===== src/rtl/inst_pkg.sv =====
// rtl/inst_pkg.sv - opcode/format enums, field layout, immediate ranges, encode and range-check helpers
// Ports: none (package).
package inst_pkg;

   // Opcodes in the order the control unit decodes them; the gaps hold opcodes
   // the encoder never needs to name.
   typedef enum logic [6:0] {
      OP_HALT = 7'd0,
      OP_NOP  = 7'd1,
      OP_JMP  = 7'd2,
      OP_JAL  = 7'd3,
      OP_JMPR = 7'd4,
      OP_JALR = 7'd5,
      OP_BI   = 7'd6,
      OP_BR   = 7'd7,
      OP_LIH  = 7'd8,
      OP_LIL  = 7'd9,
      OP_LD32 = 7'd10,
      OP_ADDI = 7'd18,
      OP_ALU  = 7'd26
   } op_e;

   typedef enum logic [2:0] {
      FMT_N    = 3'd0,
      FMT_R    = 3'd1,
      FMT_I    = 3'd2,
      FMT_LI   = 3'd3,
      FMT_J    = 3'd4,
      FMT_LI32 = 3'd5
   } fmt_e;

   typedef enum logic [0:0] {
      ST_IDLE  = 1'b0,
      ST_LI_HI = 1'b1
   } enc_state_e;

   localparam int OP_LSB   = 25;
   localparam int RD_LSB   = 20;
   localparam int RS1_LSB  = 15;
   localparam int RS2_LSB  = 10;
   localparam int FUNC_LSB = 0;

   localparam int IMM_I_MIN  = -16384;
   localparam int IMM_I_MAX  = 16383;
   localparam int IMM_J_MIN  = -(1 << 24);
   localparam int IMM_J_MAX  = (1 << 24) - 1;
   localparam int IMM_LI_MAX = 65535;

   function automatic logic imm_ok(input fmt_e fmt, input logic [31:0] imm);
      logic ok;
      ok = 1'b1;
      case (fmt)
         FMT_I:   ok = ($signed(imm) >= IMM_I_MIN) && ($signed(imm) <= IMM_I_MAX);
         FMT_J:   ok = ($signed(imm) >= IMM_J_MIN) && ($signed(imm) <= IMM_J_MAX);
         FMT_LI:  ok = (imm <= 32'(IMM_LI_MAX));
         default: ok = 1'b1;
      endcase
      return ok;
   endfunction

   // Unknown format codes fall back to op-only so no stray field bits leak out.
   function automatic logic [31:0] encode(input logic [6:0] op, input fmt_e fmt,
                                          input logic [4:0] rd, input logic [4:0] rs1,
                                          input logic [4:0] rs2, input logic [3:0] func,
                                          input logic [31:0] imm);
      logic [31:0] w;
      w = '0;
      w[OP_LSB +: 7] = op;
      case (fmt)
         FMT_R: begin
            w[RD_LSB +: 5]   = rd;
            w[RS1_LSB +: 5]  = rs1;
            w[RS2_LSB +: 5]  = rs2;
            w[FUNC_LSB +: 4] = func;
         end
         FMT_I: begin
            w[RD_LSB +: 5]  = rd;
            w[RS1_LSB +: 5] = rs1;
            w[14:0]         = imm[14:0];
         end
         FMT_LI: begin
            w[RD_LSB +: 5] = rd;
            w[15:0]        = imm[15:0];
         end
         FMT_J:   w[24:0] = imm[24:0];
         default: w = w;
      endcase
      return w;
   endfunction

endpackage


===== src/rtl/inst_encoder_if.sv =====
// rtl/inst_encoder_if.sv - request and instruction-word stream bundle between loader, encoder and memory
// Ports: in_* request channel (valid/ready), out_* word channel (valid/ready) with write address.
// master = request source / word sink, slave = encoder.
interface inst_encoder_if #(
   parameter int ADDR_W = 16
);
   logic              in_valid;
   logic              in_ready;
   logic [6:0]        in_op;
   logic [2:0]        in_fmt;
   logic [4:0]        in_rd;
   logic [4:0]        in_rs1;
   logic [4:0]        in_rs2;
   logic [3:0]        in_func;
   logic [31:0]       in_imm;
   logic              out_valid;
   logic              out_ready;
   logic [31:0]       out_inst;
   logic [ADDR_W-1:0] out_addr;

   modport master (
      output in_valid, in_op, in_fmt, in_rd, in_rs1, in_rs2, in_func, in_imm, out_ready,
      input  in_ready, out_valid, out_inst, out_addr
   );

   modport slave (
      input  in_valid, in_op, in_fmt, in_rd, in_rs1, in_rs2, in_func, in_imm, out_ready,
      output in_ready, out_valid, out_inst, out_addr
   );
endinterface


===== src/rtl/inst_fifo.sv =====
// rtl/inst_fifo.sv - DEPTH-entry word FIFO used as the encoder output buffer
// Ports: clk, rst_n (async active-low); push/push_data write; pop advances head;
// head is the oldest entry; count is occupancy; empty flags count==0.
module inst_fifo #(
   parameter int DEPTH = 4,
   parameter int WIDTH = 32,
   localparam int PW = $clog2(DEPTH),
   localparam int CW = PW + 1
) (
   input  logic             clk,
   input  logic             rst_n,
   input  logic             push,
   input  logic [WIDTH-1:0] push_data,
   input  logic             pop,
   output logic [WIDTH-1:0] head,
   output logic [CW-1:0]    count,
   output logic             empty
);
   logic [WIDTH-1:0] mem_q [DEPTH];
   logic [WIDTH-1:0] mem_d [DEPTH];
   logic [PW-1:0]    wr_ptr_q, wr_ptr_d;
   logic [PW-1:0]    rd_ptr_q, rd_ptr_d;
   logic [CW-1:0]    count_q, count_d;
   logic             push_ok, pop_ok;

   // Push into a full buffer is allowed only when a pop frees the slot that cycle.
   assign pop_ok  = pop && (count_q != '0);
   assign push_ok = push && ((count_q != CW'(DEPTH)) || pop_ok);

   always_comb begin
      mem_d    = mem_q;
      wr_ptr_d = wr_ptr_q;
      rd_ptr_d = rd_ptr_q;
      count_d  = count_q;
      if (push_ok) begin
         mem_d[wr_ptr_q] = push_data;
         wr_ptr_d        = wr_ptr_q + PW'(1);
      end
      if (pop_ok) begin
         rd_ptr_d = rd_ptr_q + PW'(1);
      end
      count_d = count_q + CW'(push_ok) - CW'(pop_ok);
   end

   always_ff @(posedge clk or negedge rst_n) begin
      if (!rst_n) begin
         for (int i = 0; i < DEPTH; i++) begin
            mem_q[i] <= '0;
         end
         wr_ptr_q <= '0;
         rd_ptr_q <= '0;
         count_q  <= '0;
      end else begin
         mem_q    <= mem_d;
         wr_ptr_q <= wr_ptr_d;
         rd_ptr_q <= rd_ptr_d;
         count_q  <= count_d;
      end
   end

   assign head  = mem_q[rd_ptr_q];
   assign count = count_q;
   assign empty = (count_q == '0);
endmodule


===== src/rtl/inst_encoder.sv =====
// rtl/inst_encoder.sv - packs operation requests into 32-bit instruction words streamed to instruction memory
// Ports: clk, rst_n (async active-low); bus (inst_encoder_if.slave) request and word streams;
// addr_load/addr_base reload the write-address counter; err one-cycle reject pulse;
// err_count saturating reject count; busy = expansion pending or buffer non-empty.
module inst_encoder
   import inst_pkg::*;
#(
   parameter int ADDR_W = 16,
   parameter int DEPTH  = 4
) (
   input  logic              clk,
   input  logic              rst_n,
   inst_encoder_if.slave     bus,
   input  logic              addr_load,
   input  logic [ADDR_W-1:0] addr_base,
   output logic              err,
   output logic [7:0]        err_count,
   output logic              busy
);
   localparam int CW = $clog2(DEPTH) + 1;

   enc_state_e        state_q, state_d;
   logic [15:0]       hi_q, hi_d;
   logic [4:0]        rd_q, rd_d;
   logic [ADDR_W-1:0] addr_q, addr_d;
   logic              err_q, err_d;
   logic [7:0]        err_cnt_q, err_cnt_d;

   logic              push;
   logic [31:0]       push_data;
   logic              pop;
   logic [31:0]       head;
   logic [CW-1:0]     count;
   logic              empty;
   logic              in_ready_c;
   logic              accept;
   fmt_e              fmt;

   assign fmt = fmt_e'(bus.in_fmt);

   // Two free entries are reserved at accept so the lih of an li32 always fits.
   assign in_ready_c = (state_q == ST_IDLE) && (count <= CW'(DEPTH - 2));
   assign accept     = bus.in_valid && in_ready_c;
   assign pop        = !empty && bus.out_ready;

   always_comb begin
      state_d   = state_q;
      hi_d      = hi_q;
      rd_d      = rd_q;
      err_d     = 1'b0;
      err_cnt_d = err_cnt_q;
      push      = 1'b0;
      push_data = '0;
      case (state_q)
         ST_IDLE: begin
            if (accept) begin
               if (fmt == FMT_LI32) begin
                  push      = 1'b1;
                  push_data = encode(OP_LIL, FMT_LI, bus.in_rd, 5'd0, 5'd0, 4'd0,
                                     {16'd0, bus.in_imm[15:0]});
                  hi_d      = bus.in_imm[31:16];
                  rd_d      = bus.in_rd;
                  state_d   = ST_LI_HI;
               end else if (imm_ok(fmt, bus.in_imm)) begin
                  push      = 1'b1;
                  push_data = encode(bus.in_op, fmt, bus.in_rd, bus.in_rs1, bus.in_rs2,
                                     bus.in_func, bus.in_imm);
               end else begin
                  err_d = 1'b1;
                  if (err_cnt_q != 8'hFF) begin
                     err_cnt_d = err_cnt_q + 8'd1;
                  end
               end
            end
         end
         ST_LI_HI: begin
            push      = 1'b1;
            push_data = encode(OP_LIH, FMT_LI, rd_q, 5'd0, 5'd0, 4'd0, {16'd0, hi_q});
            state_d   = ST_IDLE;
         end
         default: state_d = ST_IDLE;
      endcase
   end

   // A word handshaken alongside a load keeps its old address; the load wins.
   always_comb begin
      addr_d = addr_q;
      if (addr_load) begin
         addr_d = addr_base;
      end else if (pop) begin
         addr_d = addr_q + ADDR_W'(1);
      end
   end

   always_ff @(posedge clk or negedge rst_n) begin
      if (!rst_n) begin
         state_q   <= ST_IDLE;
         hi_q      <= '0;
         rd_q      <= '0;
         addr_q    <= '0;
         err_q     <= 1'b0;
         err_cnt_q <= '0;
      end else begin
         state_q   <= state_d;
         hi_q      <= hi_d;
         rd_q      <= rd_d;
         addr_q    <= addr_d;
         err_q     <= err_d;
         err_cnt_q <= err_cnt_d;
      end
   end

   inst_fifo #(
      .DEPTH(DEPTH),
      .WIDTH(32)
   ) u_fifo (
      .clk      (clk),
      .rst_n    (rst_n),
      .push     (push),
      .push_data(push_data),
      .pop      (pop),
      .head     (head),
      .count    (count),
      .empty    (empty)
   );

   assign bus.in_ready  = in_ready_c;
   assign bus.out_valid = !empty;
   assign bus.out_inst  = empty ? 32'd0 : head;
   assign bus.out_addr  = addr_q;
   assign err           = err_q;
   assign err_count     = err_cnt_q;
   assign busy          = (state_q != ST_IDLE) || !empty;
endmodule


===== src/flat_wrapper.sv =====
// flat-port wrapper written by rule: the top's interface ports become plain ports
module inst_encoder_flat import inst_pkg::*;
#(
   parameter int ADDR_W = 16,
   parameter int DEPTH  = 4
)
  (clk, rst_n, addr_load, addr_base, err, err_count, busy, bus_in_valid, bus_in_op, bus_in_fmt, bus_in_rd, bus_in_rs1, bus_in_rs2, bus_in_func, bus_in_imm, bus_out_ready, bus_in_ready, bus_out_valid, bus_out_inst, bus_out_addr);
  inst_encoder_if #(.ADDR_W(ADDR_W)) bus_i ();
  input  logic clk;
  input  logic rst_n;
  input  logic addr_load;
  input  logic [ADDR_W-1:0] addr_base;
  output logic err;
  output logic [7:0] err_count;
  output logic busy;
  input wire logic [$bits(bus_i.in_valid)-1:0] bus_in_valid;
  input wire logic [$bits(bus_i.in_op)-1:0] bus_in_op;
  input wire logic [$bits(bus_i.in_fmt)-1:0] bus_in_fmt;
  input wire logic [$bits(bus_i.in_rd)-1:0] bus_in_rd;
  input wire logic [$bits(bus_i.in_rs1)-1:0] bus_in_rs1;
  input wire logic [$bits(bus_i.in_rs2)-1:0] bus_in_rs2;
  input wire logic [$bits(bus_i.in_func)-1:0] bus_in_func;
  input wire logic [$bits(bus_i.in_imm)-1:0] bus_in_imm;
  input wire logic [$bits(bus_i.out_ready)-1:0] bus_out_ready;
  output wire logic [$bits(bus_i.in_ready)-1:0] bus_in_ready;
  output wire logic [$bits(bus_i.out_valid)-1:0] bus_out_valid;
  output wire logic [$bits(bus_i.out_inst)-1:0] bus_out_inst;
  output wire logic [$bits(bus_i.out_addr)-1:0] bus_out_addr;
  assign bus_i.in_valid = bus_in_valid;
  assign bus_i.in_op = bus_in_op;
  assign bus_i.in_fmt = bus_in_fmt;
  assign bus_i.in_rd = bus_in_rd;
  assign bus_i.in_rs1 = bus_in_rs1;
  assign bus_i.in_rs2 = bus_in_rs2;
  assign bus_i.in_func = bus_in_func;
  assign bus_i.in_imm = bus_in_imm;
  assign bus_i.out_ready = bus_out_ready;
  assign bus_in_ready = bus_i.in_ready;
  assign bus_out_valid = bus_i.out_valid;
  assign bus_out_inst = bus_i.out_inst;
  assign bus_out_addr = bus_i.out_addr;
  inst_encoder #(.ADDR_W(ADDR_W), .DEPTH(DEPTH)) u_core (.clk(clk), .rst_n(rst_n), .bus(bus_i), .addr_load(addr_load), .addr_base(addr_base), .err(err), .err_count(err_count), .busy(busy));
endmodule

===== config.mk =====
export PLATFORM = sky130hd
export DESIGN_NAME = inst_encoder_flat
export DESIGN_NICKNAME = d
export VERILOG_FILES = /design/src/rtl/inst_pkg.sv /design/src/rtl/inst_encoder_if.sv /design/src/rtl/inst_fifo.sv /design/src/rtl/inst_encoder.sv /design/src/flat_wrapper.sv
export SDC_FILE = /design/constraint.sdc
export NUM_CORES = 1
export LEC_CHECK = 0
export ABC_AREA = 1
export CORE_MARGIN = 4
export CORE_UTILIZATION = 51
export CTS_BUF_LIST = sky130_fd_sc_hd__clkbuf_4 sky130_fd_sc_hd__clkbuf_8
export DETAILED_ROUTE_END_ITERATION = 16
export GPL_TIMING_DRIVEN = 0
export PLACE_DENSITY = 0.79
export SYNTH_ARGS = -nofsm -noshare
export SYNTH_HDL_FRONTEND = slang
export SYNTH_SLANG_ARGS = --single-unit
export TNS_END_PERCENT = 50

===== constraint.sdc =====
create_clock -name clk -period 2.4 [get_ports clk]
set_input_delay 0.48 -clock clk [delete_from_list [all_inputs] [get_ports clk]]
set_output_delay 0.48 -clock clk [all_outputs]
set_load 0.01 [all_outputs]

==> flow_metrics.tcl, run 1 <==
set metrics [dict create \
    grt_pass1_vias 8793 \
    drc 0 \
    drt_pass1_iterations 5 \
    rows 49 \
    final_util_pct 65.5 \
    outcome "complete, but fails checks" \
    violations "negative setup slack" \
    whs_ns 0.262 \
    critPathArrivalTime_ns 1.94 \
    critical_path_class "flip-flop to output port" \
    reg2reg_slack_ns -0.02 \
    ff2ff_path_depth 16 \
    antenna_found_initial 0 \
    setup_slack_ns -0.0230 \
    routedWlPerCell_um 17.4 \
    cpPeakStageDelay_ns 0.45 \
    grt_max_degree 116 \
    clkLatencyLatePin_ns 0.48 \
    finalSetupTns_ns -0.0555 \
    critPathMaxFanout 5 \
    syn_avg_cell_area_um2 7.71 \
    ant_nets 0 \
    route.met3.wl_mm 2.29 \
    max_freq_ghz 0.413 \
    rsz0062_at_grt "true" \
    ys_ff_latch 182 \
    start_util_pct 52.1 \
    ios 142 \
    drt_iter0_drc 831 \
    cp_cell_sequence "buf_8 > buf_6 > buf_16 > nor2_1 > nor2_1 > o21ai_1 > a21oi_2 > buf_2" \
    min_period_over_period_pct 101 \
    syn_inst 1222 \
    synth.most_common_cell "nand2_1" \
    synthesis.nets 1313 \
    cts_buffer_depth 2 \
    r2r_end "u_core.u_fifo.count[1]" \
    final_hold_viol_count 0 \
    slew_violations 0 \
    postLayoutCellArea_um2 11900 \
    nFillCells 1569 \
    hp-class "primary input to flip-flop" \
    cts_tree "yes" \
    required_ns 1.92 \
    post-route-min-period_ns 2.42 \
    critPathMostFrequentCell "nor2_1" \
    fin_skew_ns 0.0130 \
    r2r-start "u_core.u_fifo.count[1]" \
    place_hpwl_mm 20.4 \
    cts_max_level 4 \
    met2_wirelength_mm 13.1 \
    wl_mm 28.6 \
    powerDensity_nw_per_um2 1040 \
    num_vias 9239 \
    synth_top_cell_area_share_pct 48.4 \
    synth_top_area_cell "dfrtp_1" \
    yosysSeqAreaShare_pct 48.4 \
    clk_pin_slew_ns 0.10 \
    yosys_warnings 0 \
    setup_viol 4 \
    fin_nets 1491 \
    leakage_nw 5.59 \
    critPathSlowestCell "dfrtp_2" \
    core_area_um2 18100 \
    wl_met1_mm 12.4 \
    io_buffers 140 \
    min_to "u_core.hi_q[10]" \
    startpoint_type "flip-flop" \
    clock-sinks 182 \
    place_congestion 0.910 \
    root_buffer "clkbuf_8" \
    routed.top_layer "met4" \
    drv_cap 0 \
    cts_inserted_buffers 17 \
    grt_overflow 0 \
    place_area_um2 11100 \
    power_mw 12.3 \
    worst_pin_slew_ns 0.613 \
    synth_edf_count 0 \
    netlist_area_um2 9420 \
    slew_headroom_pct 59.2 \
    die_y_um 144 \
    layout-area-overhead-vs-synth_pct 25.9 \
    drive_gt1_share_pct 13.9 \
    ir_drop_uv 531 \
    cp-end-kind "output port" \
    die_w_um 144 \
    worstHoldStart "bus_in_imm[26]" \
    hold_depth 3 \
    grt_usage_pct 28.0 \
    synthArstFlopShare_pct 100 \
    dieArea_um2 20700 \
    synthDistinctLibCells 38 \
    yosys-top-cells-count "nand2_1 (345), nor2_1 (185), dfrtp_1 (182), o21ai_0 (143), inv_1 (50)" \
    ys.flop_type "dfrtp_1" \
    synth_area_leaders "dfrtp_1 (48%), nand2_1 (14%), o21ai_0 (7.6%), nor2_1 (7.4%), a21oi_1 (2.0%)" \
    n_antenna_cell 0 \
    grt_pass1_wl_mm 45.4 \
    via_per_inst 5.63 \
]
state kept, by name, summed over array words and instances, names as in the netlist:
| signal | cells |
|---|---|
| u_core.u_fifo.wr_ptr_q | 2 |
| u_core.err | 1 |
| u_core.err_count | 8 |
| u_core.bus.out_addr | 16 |
| u_core.u_fifo.count | 3 |
| u_core.rd_q | 5 |
| u_core.hi_q | 16 |
| u_core.state_q | 1 |
| u_core.u_fifo.mem_q | 128 |
| u_core.u_fifo.rd_ptr_q | 2 |
power by group:
part           internal [mW]  switching, mW
logic                   2.39           3.51
registers               3.95          0.545
clock network          0.742           1.20
worst max path at each step:
stage	slack [ns]	startpoint	to
floorplan	0.009	u_core.u_fifo.count[2]	u_core.u_fifo.count[2]
global placement	-6.68	rst_n	u_core.err
detailed placement	-0.80	bus_in_imm[24]	u_core.u_fifo.count[1]
CTS	-0.25	bus_in_imm[22]	u_core.u_fifo.count[1]
global route	-0.14	u_core.u_fifo.count[1]	u_core.u_fifo.count[1]
finish	-0.02	u_core.u_fifo.rd_ptr_q[0]	bus_out_inst[13]
cells in the final DEF, fill, tap and decap left out, types with 19 or more instances in the layout:
cell type / count
inv_1: 49
o21ai_1: 60
a21oi_1: 28
clkdlybuf4s50_1: 85
nor2_1: 172
nand2_1: 343
o21ai_0: 120
buf_2: 45
clkbuf_1: 24
clkbuf_8: 19
dfrtp_1: 180
nand4_1: 27
layer usage:
metal / track usage, % / up-vias
met5: 0 / -
met4: 10.6 / 0
met3: 5.86 / 57
met2: 42.6 / 413
met1: 39.6 / 4391
li1: - / 4378
critical path, delay by kind of cell (launching register included):
kind / cells / cell delay [ns]
buffers and inverters: 4 / 0.54
AND/OR/NAND/NOR: 2 / 0.16
AO/OA/AOI/OAI: 2 / 0.32
flip-flops: 1 / 0.45
logic make-up (layout without fill, tap and decap cells):
family,Yosys count,in the layout,share of synthesized area [%]
and+or+nand+nor,610,610,26.5
xor gates and xnor gates,20,20,1.86
DFF,182,182,48.4
AOI/OAI and AO/OA,272,272,16.3
buffers and inverters,129,320,5.69
adders and majority gates,9,9,1.28
final cells by class:
cell class	instances	area, um2	area share, %
Sequential cell	182	4560	38.4
Multi-Input combinational cell	911	4460	37.6
Timing Repair Buffer	160	1540	13.0
Buffer	69	427	3.60
Tap cell	229	287	2.42
Clock buffer	17	234	1.97
Inverter	59	231	1.95
Clock inverter	15	121	1.02
timing repair:
action                                  4_1_cts  5_1_grt
pin swaps                                    16       26
endpoints found under the hold margin        67        0
resized for setup                           173       98
endpoints found under the setup margin       37      167
setup buffers                                 6       10
hold buffers                                  1        0
cloned                                        2        0
metrics by stage:
stage / std cells / worst slack [ns]
finish: 1642 / -0.0230
global route: 1642 / -0.141
CTS: 1632 / -0.248
detailed placement: 1592 / -0.795
global placement: 1591 / -6.68
floorplan: 1222 / 0.00934
(Power assumes the default switching activity.)
==> inputs of run 2 (changes only) <==
- ABC_CLOCK_PERIOD_IN_PS: not set -> 2400
- CORE_UTILIZATION: 51 -> 45
- PLACE_DENSITY: 0.79 -> 0.71
==> flow_metrics.tcl, run 2 (synthesis gave the netlist of run 1 again) <==
set metrics [dict create \
    place_area_um2 11200 \
    seqPwrFrac_pct 36.0 \
    grt_max_degree 125 \
    drt_pass1_iterations 7 \
    grt_pass1_wl_mm 46.1 \
    die_w_um 153 \
    clk_pin_slew_ns 0.10 \
    fin_nets 1495 \
    swShare_pct 41.2 \
    clkLatencyLatePin_ns 0.47 \
    cts_inserted_buffers 17 \
    core_area_um2 20400 \
    postLayoutCellArea_um2 11900 \
    required_ns 1.92 \
    ant_nets 0 \
    cts_tree "yes" \
    reg2reg_slack_ns 0.14 \
    powerDensity_nw_per_um2 1040 \
    outcome "finished, final reports clean" \
    internal_power_mw 7.31 \
    leakage_nw 5.59 \
    critPathMaxFanout 5 \
    die_y_um 153 \
    critPathArrivalTime_ns 1.90 \
    slew_headroom_pct 57.0 \
    rows 52 \
    post-route-min-period_ns 2.38 \
    cts_max_level 4 \
    dp_slack_ns -0.759 \
    final_hold_viol_count 0 \
    p_clk_share_pct 17.2 \
    ios 142 \
    power_mw 12.4 \
    cts_buffer_depth 2 \
    hp-class "primary input to flip-flop" \
    clock-sinks 182 \
    start_util_pct 46.1 \
    place_congestion 0.931 \
    n_antenna_cell 0 \
    place_hpwl_mm 20.6 \
    drt_iter0_drc 889 \
    fin_skew_ns 0.0149 \
    grt_overflow 0 \
    net-switching-power_mw 5.13 \
    layout.cells.non_filler 1686 \
    via_per_inst 5.39 \
    num_vias 9090 \
    power_frac_comb_pct 46.9 \
    rsz0062_at_grt "true" \
    antenna_found_initial 0 \
    drive_gt1_share_pct 14.1 \
    final_common_cell "nand2_1" \
    startpoint_type "flip-flop" \
    grt_usage_pct 24.2 \
    ir_drop_uv 427 \
    wl_mm 28.5 \
    drc 0 \
    critical_path_class "flip-flop to output port" \
    grt_pass1_vias 8836 \
    slew_violations 0 \
    io_buffers 140 \
    dieArea_um2 23300 \
    final_util_pct 58.4 \
    drv_cap 0 \
    placedCellCount 1633 \
    worst_pin_slew_ns 0.645 \
    root_buffer "clkbuf_8" \
    max_freq_ghz 0.421 \
    cp-end-kind "output port" \
    largest_register_ffs 128 \
    regMostFlops "u_core.u_fifo.mem_q" \
    routedWlPerCell_um 16.9 \
    layout-area-overhead-vs-synth_pct 26.8 \
    setup_viol 0 \
    final_cell_mix "nand2_1 (337), dfrtp_1 (182), nor2_1 (175)" \
    setup_slack_ns 0.0244 \
    min_period_over_period_pct 99.0 \
]
## run 2: changes by cell type in the layout (fill, tap and decap cells not counted), sizes merged, moves of 3 or more
cell          delta
buf              +9
clkbuf           -5
inv              -5
dlymetal6s2s     -3
## run 2: final timing paths
path / start / to / cells after the start
hold / removal: bus_in_imm[26] / u_core.hi_q[10] / 3
setup / recovery: u_core.u_fifo.rd_ptr_q[0] / bus_out_inst[4] / 8
max in group asynchronous: rst_n / u_core.u_fifo.mem_q[1] / 3
setup reg to reg: u_core.u_fifo.count[1] / u_core.u_fifo.mem_q[121] / 17
hold reg to reg: u_core.hi_q[14] / u_core.hi_q[14] / 2
min in group asynchronous: rst_n / u_core.bus.out_addr[11] / 2
## run 2: final cells by class
class	instances	area, um2
Sequential cell	182	4550
Buffer	67	430
Timing Repair inverter	1	7.51
Clock buffer	19	255
Clock inverter	12	146
Multi-Input combinational cell	911	4440
Inverter	59	238
Timing Repair Buffer	165	1530
Fill cell	1904	8490
Tap cell	270	338
## run 2: metal layers
layer  track usage [%]  up-vias  wire length [um]
met5                 0        -                 0
met4              6.41        0               415
met3              4.97       37              2040
met2              37.6      342             13100
met1              34.7     4322             13000
li1                  -     4389                 -
## run 2: what timing repair did
action                                  in CTS  in global routing
hold endpoints to repair                    58                  0
buffers inserted                             8                 14
hold buffers                                 1                  0
pin swaps                                   15                 20
resized for setup                          159                128
cloned                                       0                  2
endpoints found under the setup margin      41                156
## run 2: power by group through the flow
stage	sequential [mW]	combinational, mW	clock [mW]
floorplan	4.42	3.21	0
global placement	4.48	5.39	0
detailed placement	4.49	5.46	0
CTS	4.44	5.48	2.16
global route	4.58	6.50	2.29
finish	4.47	5.83	2.13
## run 2: metrics by stage
step | hold WS, ns | TNS [ns]
5_1_grt | 0.277 | -0.691
2_1_floorplan | 0.184 | 0
6_report | 0.283 | 0
3_3_place_gp | 0.451 | -1291.98
3_5_place_dp | 0.443 | -66.91
4_1_cts | 0.413 | -0.550
## run 2: critical path, stage by stage (launching register included)
cell and delay, ns:
dfrtp_1 0.42, clkbuf_8 0.17, buf_8 0.14, clkbuf_16 0.15, nor2_1 0.13, nor2_1 0.06, o21ai_1 0.13, a21oi_1 0.09
buf_2 0.14
